[src/rtl/rggen_rtl_pkg.sv]
// Shared types and helpers for the rggen register access path.
// Holds the access FSM state encoding and the byte-strobe expansion helper.
package rggen_rtl_pkg;

  localparam int BYTE_WIDTH = 8;

  typedef enum logic [1:0] {
    IDLE,
    ACCESS,
    RESPONSE
  } access_state_e;

  // Expands one byte-enable bit into that byte's bit-level write mask.
  function automatic logic [BYTE_WIDTH-1:0] strobe_to_mask(input logic strobe);
    return {BYTE_WIDTH{strobe}};
  endfunction

endpackage

[src/rtl/rggen_address_decoder.sv]
// Combinational word-address decoder: byte address -> one-hot register hit plus miss flag.
// Address bits below the word offset do not take part in the decode.
module rggen_address_decoder
  import rggen_rtl_pkg::*;
#(
  parameter int ADDRESS_WIDTH = 8,
  parameter int DATA_WIDTH    = 32,
  parameter int REGISTERS     = 4
) (
  input  logic [ADDRESS_WIDTH-1:0] i_address,
  output logic [REGISTERS-1:0]     o_hit,
  output logic                     o_miss
);

  localparam int ADDR_LSB    = $clog2(DATA_WIDTH / BYTE_WIDTH);
  localparam int INDEX_WIDTH = ADDRESS_WIDTH - ADDR_LSB;

  logic [INDEX_WIDTH-1:0] w_index;

  assign w_index = i_address[ADDRESS_WIDTH-1:ADDR_LSB];

  for (genvar g = 0; g < REGISTERS; g++) begin : g_hit
    assign o_hit[g] = (w_index == INDEX_WIDTH'(g));
  end

  // Any index at or beyond REGISTERS matches no slot.
  assign o_miss = ~|o_hit;

endmodule

[src/rtl/rggen_register_access_ctrl.sv]
// Host-side access controller for rggen bit fields: one outstanding access, IDLE -> ACCESS -> RESPONSE.
// Optional macro RGGEN_ACCESS_CTRL_ERROR_EN reports unmapped accesses on o_response_error.
module rggen_register_access_ctrl
  import rggen_rtl_pkg::*;
#(
  parameter int ADDRESS_WIDTH = 8,
  parameter int DATA_WIDTH    = 32,
  parameter int REGISTERS     = 4
) (
  input  logic                            clk,
  input  logic                            rst_n,
  input  logic                            i_request_valid,
  output logic                            o_request_ready,
  input  logic [ADDRESS_WIDTH-1:0]        i_request_address,
  input  logic                            i_request_write,
  input  logic [DATA_WIDTH-1:0]           i_request_write_data,
  input  logic [DATA_WIDTH/8-1:0]         i_request_strobe,
  output logic                            o_response_valid,
  input  logic                            i_response_ready,
  output logic [DATA_WIDTH-1:0]           o_response_read_data,
  output logic                            o_response_error,
  output logic [REGISTERS-1:0]            o_write_access,
  output logic [REGISTERS-1:0]            o_read_access,
  output logic [DATA_WIDTH-1:0]           o_write_data,
  output logic [DATA_WIDTH-1:0]           o_write_mask,
  input  logic [REGISTERS*DATA_WIDTH-1:0] i_read_data
);

  localparam int STROBE_WIDTH = DATA_WIDTH / BYTE_WIDTH;

  access_state_e r_state;
  access_state_e w_next_state;

  logic [ADDRESS_WIDTH-1:0] r_address;
  logic                     r_write;
  logic [DATA_WIDTH-1:0]    r_write_data;
  logic [STROBE_WIDTH-1:0]  r_strobe;
  logic [DATA_WIDTH-1:0]    r_read_data;

  logic [REGISTERS-1:0]     w_hit;
  logic                     w_miss;
  logic [DATA_WIDTH-1:0]    w_mask;
  logic [DATA_WIDTH-1:0]    w_selected_data;
  logic                     w_request_handshake;

  rggen_address_decoder #(
    .ADDRESS_WIDTH (ADDRESS_WIDTH),
    .DATA_WIDTH    (DATA_WIDTH),
    .REGISTERS     (REGISTERS)
  ) u_address_decoder (
    .i_address (r_address),
    .o_hit     (w_hit),
    .o_miss    (w_miss)
  );

  for (genvar g = 0; g < STROBE_WIDTH; g++) begin : g_mask
    assign w_mask[g*BYTE_WIDTH +: BYTE_WIDTH] = strobe_to_mask(r_strobe[g]);
  end

  always_comb begin
    w_selected_data = '0;
    for (int i = 0; i < REGISTERS; i++) begin
      if (w_hit[i]) begin
        w_selected_data = w_selected_data | i_read_data[i*DATA_WIDTH +: DATA_WIDTH];
      end
    end
  end

  assign w_request_handshake = i_request_valid && o_request_ready;

  // NOTE: state and data registers use non-blocking assignments so every flop samples pre-edge values.
  always_ff @(posedge clk or negedge rst_n) begin
    if (!rst_n) begin
      r_state <= IDLE;
    end else begin
      r_state <= w_next_state;
    end
  end

  // Strobes decode straight from the state register, so an asynchronous reset clears them at once.
  always_comb begin
    // NOTE: every output gets a default before the case, so no path can infer a latch.
    w_next_state     = r_state;
    o_request_ready  = 1'b0;
    o_response_valid = 1'b0;
    o_write_access   = '0;
    o_read_access    = '0;
    o_write_mask     = '0;
    case (r_state)
      IDLE: begin
        o_request_ready = 1'b1;
        if (i_request_valid) begin
          w_next_state = ACCESS;
        end
      end
      ACCESS: begin
        o_write_access = r_write ? w_hit : '0;
        o_read_access  = r_write ? '0 : w_hit;
        o_write_mask   = w_mask;
        w_next_state   = RESPONSE;
      end
      RESPONSE: begin
        o_response_valid = 1'b1;
        if (i_response_ready) begin
          w_next_state = IDLE;
        end
      end
      default: w_next_state = IDLE;
    endcase
  end

  // NOTE: the captured request is reset as well, so o_write_data reads 0 until the first access.
  always_ff @(posedge clk or negedge rst_n) begin
    if (!rst_n) begin
      r_address    <= '0;
      r_write      <= 1'b0;
      r_write_data <= '0;
      r_strobe     <= '0;
      r_read_data  <= '0;
    end else begin
      if (w_request_handshake) begin
        r_address    <= i_request_address;
        r_write      <= i_request_write;
        r_write_data <= i_request_write_data;
        r_strobe     <= i_request_strobe;
      end
      if (r_state == ACCESS) begin
        r_read_data <= (!r_write && !w_miss) ? w_selected_data : '0;
      end
    end
  end

`ifdef RGGEN_ACCESS_CTRL_ERROR_EN
  logic r_error;

  always_ff @(posedge clk or negedge rst_n) begin
    if (!rst_n) begin
      r_error <= 1'b0;
    end else if (r_state == ACCESS) begin
      r_error <= w_miss;
    end
  end

  assign o_response_error = r_error;
`else
  assign o_response_error = 1'b0;
`endif

  assign o_write_data         = r_write_data;
  assign o_response_read_data = r_read_data;

endmodule

[config.mk]
export PLATFORM = sky130hd
export DESIGN_NAME = rggen_register_access_ctrl
export DESIGN_NICKNAME = d
export VERILOG_FILES = /design/src/rtl/rggen_rtl_pkg.sv /design/src/rtl/rggen_address_decoder.sv /design/src/rtl/rggen_register_access_ctrl.sv
export SDC_FILE = /design/constraint.sdc
export NUM_CORES = 1
export LEC_CHECK = 0
export BUFFER_PORTS_ARGS = -buffer_cell sky130_fd_sc_hd__buf_2
export CAP_MARGIN = 10
export CELL_PAD_IN_SITES_DETAIL_PLACEMENT = 1
export CELL_PAD_IN_SITES_GLOBAL_PLACEMENT = 2
export CORE_AREA = 8 8 133 135
export CTS_CLUSTER_DIAMETER = 50
export DETAILED_ROUTE_END_ITERATION = 10
export DIE_AREA = 0 0 141 143
export PLACE_DENSITY = 0.82
export SYNTH_ARGS = -nofsm -noshare
export SYNTH_HDL_FRONTEND = slang
export SYNTH_SLANG_ARGS = --single-unit
[constraint.sdc]
create_clock -name clk -period 4.5 [get_ports clk]
set_input_delay 0.9 -clock clk [delete_from_list [all_inputs] [get_ports clk]]
set_output_delay 0.9 -clock clk [all_outputs]
set_load 0.005 [all_outputs]
Word-level counts from Yosys, hierarchy flattened --
Cells that the tools add are included.
Storage, ports and cells: input port bits 177, output and inout bits 107, RAM bits 0, ROM bits 0, bits in registers 79, latch bits 0, word-level logic and storage cells 38, memories 0
Operators by class: bitwise logic cells 3, div/mod/pow operators 0, shift-type cells 0, $add $sub $neg 0, reduce and logical (&&, ||, !) cells 7, mux-type cells 15, $mul 0, order comparisons 0, equal/unequal tests 7
Operators with widths (count):
- $mux W32 | 6
- $or A32 B32 Y32 | 3
- $mux W4 | 4
- $eq A6 B2 Y1 const B | 2
- $eq A6 B1 Y1 const B | 1
- $logic_not A6 Y1 | 1
- $pmux W2 S3 | 1
- $mux W2 | 2
- $ne A2 B2 Y1 const B | 2
- $reduce_or A4 Y1 | 1
- $eq A2 B1 Y1 const B | 1
- $eq A2 B2 Y1 const B | 1
- $logic_and A1 B1 Y1 | 2
- $logic_not A2 Y1 | 1
- $mux W1 | 2
- $reduce_and A2 Y1 | 1
- $logic_not A1 Y1 | 1

Logic depth before layout (Yosys ltp) --
word-level depth 9, gate-level depth with buffers 5, depth with buffers taken out 3

Hierarchy --
Synthesis repeated with hierarchy kept, for this count alone.
Second synthesis, totals: cells, all modules 338, area, all modules 3895.0 um^2
Modules (own cells, without submodules):
- rggen_register_access_ctrl | sequential area each 1976.9 um^2, instances 1, area an instance 3844.9 um^2, cells each 331
- rggen_address_decoder | sequential area each 0.0 um^2, instances 1, area an instance 50.0 um^2, cells each 7

Worst setup path after synthesis --
Ideal clock, no wire load.
kind reg2out, start register r_address[5], end output port o_read_access[0], required time 3600 ps, path buffers 0, stages on the path, launching flop included 4, arrival 1289 ps, path slack 2311 ps, cell sequence dfrtp_1 nor4_4 nor3b_4 nor3b_1
Between the ends: word-level cells in the longest chain between the ends 3
Ends and longest elaborated chain:
- from (decl) | RTL line rggen_register_access_ctrl.sv:34 | logic [ADDRESS_WIDTH-1:0] r_address;
- from (signal assigned) | RTL line rggen_register_access_ctrl.sv:122 | r_address <= i_request_address;
- $logic_not A6 Y1 | RTL line rggen_address_decoder.sv:23 | assign o_hit[g] = (w_index == INDEX_WIDTH'(g));
- $mux W4 | RTL line rggen_register_access_ctrl.sv:98 | o_read_access = r_write ? '0 : w_hit;
- $mux W4 | RTL line rggen_register_access_ctrl.sv:89 | case (r_state)
- to (decl) | RTL line rggen_register_access_ctrl.sv:23 | output logic [REGISTERS-1:0] o_read_access,
Every way passes these cells.

Final worst setup path --
start register r_state[1], end output port o_read_access[0]
Between the ends: word-level cells in the longest chain between the ends 2
Ends and longest elaborated chain:
- from (decl) | RTL line rggen_register_access_ctrl.sv:31 | access_state_e r_state;
- from (signal assigned) | RTL line rggen_register_access_ctrl.sv:76 | r_state <= w_next_state;
- $eq A2 B1 Y1 | RTL line rggen_register_access_ctrl.sv:89
- $mux W4 | RTL line rggen_register_access_ctrl.sv:89
Every way passes these cells.

==> impl_metrics.py <==
metrics = {
    "global_routing": {
        "grt_first_pass_wirelength_mm": 20.9,
        "met2_usage": 0.236,
        "grt_util_met3": 0.0654,
        "grt_overflow": 0,
        "grtUsageMet1": 0.131,
        "grt_start_max_net_pins": 78,
        "track_usage": 0.133,
        "grt-busiest-layer": "met2",
        "grt_pass1_vias": 3968,
        "antenna_found_initial": 0,
    },
    "timing": {
        "max_freq_ghz": 0.303,
        "worstMarginPinSlew_ns": 1.01,
        "fin_setup_tns_ns": 0,
        "setup_viol": 0,
        "clock_skew_ns": 0.00923,
        "hold_ws_ns": 0.500,
        "period_minus_slack_ns": 3.30,
        "finalMaxSlewViolations": 0,
        "slew_headroom": 0.327,
        "hold_viol": 0,
        "rsz0062_at_grt": "no",
        "post-route-period-util": 0.733,
    },
    "critical_path": {
        "crit_path_max_fanout": 36,
        "cp-end-kind": "output pin",
        "crit_type": "flop to output pin",
        "critical_path_arrival_ns": 2.40,
        "startpoint_type": "flop",
        "required_ns": 3.60,
    },
    "die": {
        "rows": 46,
        "die_height_um": 143,
        "die-area_mm2": 0.0202,
        "core_area_mm2": 0.0156,
        "die_w_um": 141,
        "pin_count": 284,
        "start_util": 0.256,
    },
    "cts": {
        "cts_sinks": 77,
        "cts.repair.resized": 0,
        "cts_buffers": 9,
        "cts_setup_buffers": 0,
        "h-tree-depth": 3,
        "cts_buffer_depth": 2,
        "cts.root.buffer_cell": "clkbuf_16",
        "ctsHoldBuffers": 0,
        "cts_tree": "yes",
        "clk_pin_slew_ns": 0.06,
        "clkLatencyLatePin_ns": 0.33,
    },
    "routing": {
        "ant_nets": 0,
        "vias_per_cell": 4.45,
        "vias": 3219,
        "drtIter0Drc": 62,
        "drc": 0,
        "drt_wl_total_mm": 13.5,
        "wl_per_cell_um": 18.7,
        "first_pass_iters": 3,
    },
    "placed_design": {
        "dp_hpwl_mm": 11.1,
        "port-buffer-count": 280,
        "placed_area_mm2": 0.00533,
        "gp_congestion": 0.772,
        "dpl.cell_count": 708,
    },
    "synthesis": {
        "syn_area_mm2": 0.00399,
        "synth_area_leaders": "dfrtp_1, mux4_2, mux2_2",
        "yosys_register_bits": 77,
        "netlist.top_cell.by_area": "dfrtp_1",
        "synth_nets": 435,
        "synthCells": 258,
        "synth_cell_type_count": 25,
        "yosysSeqAreaShare": 0.483,
        "syn_area_per_cell_um2": 15.5,
        "synth.top_cell.area_share": 0.483,
        "yosys_warnings": 0,
    },
    "finish": {
        "finalNetCount": 680,
        "syn_to_final_growth_pct": 42.1,
        "nFillCells": 1773,
        "fin_cells": 723,
        "final_layout_size_suffix_gt1_frac": 0.811,
        "fin_area_mm2": 0.00567,
        "num_antenna_cells": 0,
    },
    "power_and_ir_drop": {
        "cellLeakagePower_uw": 0.00293,
        "peakVddDrop_mv": 0.277,
        "power_per_cell_area_mw_per_mm2": 576,
    },
    "min_path": {
        "hp-class": "flop to flop",
    },
    "outcome": {
        "status": "finished clean",
    },
    "flow_run": {
        "drv_cap": 0,
    },
}
## stage by stage
step	setup WS (ns)	total power (uW)	utilization
final	1.20	3270	0.363
after floorplan	2.31	2080	-
after global routing	0.949	3510	0.363
after CTS	1.14	3350	0.363
after detailed placement	1.52	2510	0.342
after global placement	1.56	2450	0.342
## Yosys cell counts
| master | n |
|---|---|
| nor3_1 | 1 |
| nand2_1 | 1 |
| and2_1 | 5 |
| inv_1 | 1 |
| conb_1 | 1 |
| nor2_1 | 2 |
| clkbuf_1 | 6 |
| nand2b_1 | 2 |
| mux2_2 | 43 |
| nand3_1 | 1 |
| a22o_2 | 29 |
| buf_6 | 7 |
| nor4_4 | 1 |
| buf_1 | 1 |
| mux4_2 | 32 |
| buf_4 | 33 |
| dfrtp_1 | 77 |
| and3b_2 | 2 |
| nor2b_1 | 1 |
| nor3b_4 | 1 |
| and3_2 | 1 |
| a22o_1 | 3 |
| buf_2 | 3 |
| o21ai_0 | 1 |
| nor3b_1 | 3 |
## worst paths after layout
path | from | end | slack (ns) | cells past startpoint
hold / removal | o_write_data[31]$_DFFE_PN0P_ | o_write_data[31]$_DFFE_PN0P_ | 0.50 | 1
setup / recovery | r_state[1]$_DFFE_PN0P_ | o_read_access[0] | 1.20 | 5
min in group asynchronous | rst_n | o_response_read_data[2]$_DFFE_PN0P_ | 0.72 | 1
setup reg to reg | r_address[2]$_DFFE_PN0P_ | o_response_read_data[11]$_DFFE_PN0P_ | 2.26 | 3
max in group asynchronous | rst_n | r_address[2]$_DFFE_PN0P_ | 3.09 | 1
hold reg to reg | o_write_data[31]$_DFFE_PN0P_ | o_write_data[31]$_DFFE_PN0P_ | 0.50 | 1
## where the power goes
part | total (uW) | switching, uW | internal (uW) | leakage (uW)
Clock | 820 | 280 | 539 | 0.000165
Sequential | 1180 | 241 | 940 | 0.000971
Combinational | 1270 | 497 | 769 | 0.00179
Total | 3270 | 1020 | 2250 | 0.00293
## critical path, cell delays in order (launching register included)
cell      delay [ns]
dfrtp_1         0.40
nand2b_2        0.57
nor3b_4         0.30
buf_4           0.41
nor3b_1         0.22
buf_2           0.15
## cell type report
type,instances,area (um^2),area share
flip-flops and latches,77,1930,0.340
multi-input cells,130,1700,0.299
well taps,216,270,0.0477
inverters,1,3.75,0.000662
clock inverters,6,113,0.0199
repair buffers,284,1430,0.253
clock buffers,9,225,0.0397
## flip-flops by register name, indices dropped and copies added, names as in the netlist
register / count
o_response_read_data: 32
r_strobe: 4
r_write: 1
o_write_data: 32
r_address: 6
r_state: 2
## layout by cell type, fill, tap and decap left out, drive strengths merged
master	instances
buf	284
dfrtp	77
mux2	43
mux4	32
a22o	32
clkbuf	9
and2	5
nor3b	4
bufinv	3
clkinv	3
and3b	2
nor2	2
nand2b	2
nor4	1
nor2b	1
nand3	1
nor3	1
inv	1
and3	1
nand2	1
o21ai	1
conb	1
## logic make-up (layout without fill, tap and decap cells)
group	count (synthesis)	after routing	share of synthesized area
DFF	77	77	0.483
muxes	75	75	0.302
AOI/OAI and AO/OA	33	33	0.0806
buffers and inverters	51	300	0.0931
other	1	1	0.000940
and+or+nand+nor	21	21	0.0405
## per-layer routing
| metal | wire [um] | up-vias |
|---|---|---|
| li1 | - | 1438 |
| met1 | 4780 | 1578 |
| met2 | 6960 | 187 |
| met3 | 1550 | 16 |
| met4 | 241 | 0 |
| met5 | 0 | - |
Note: power is estimated with default switching activity, not from simulation.
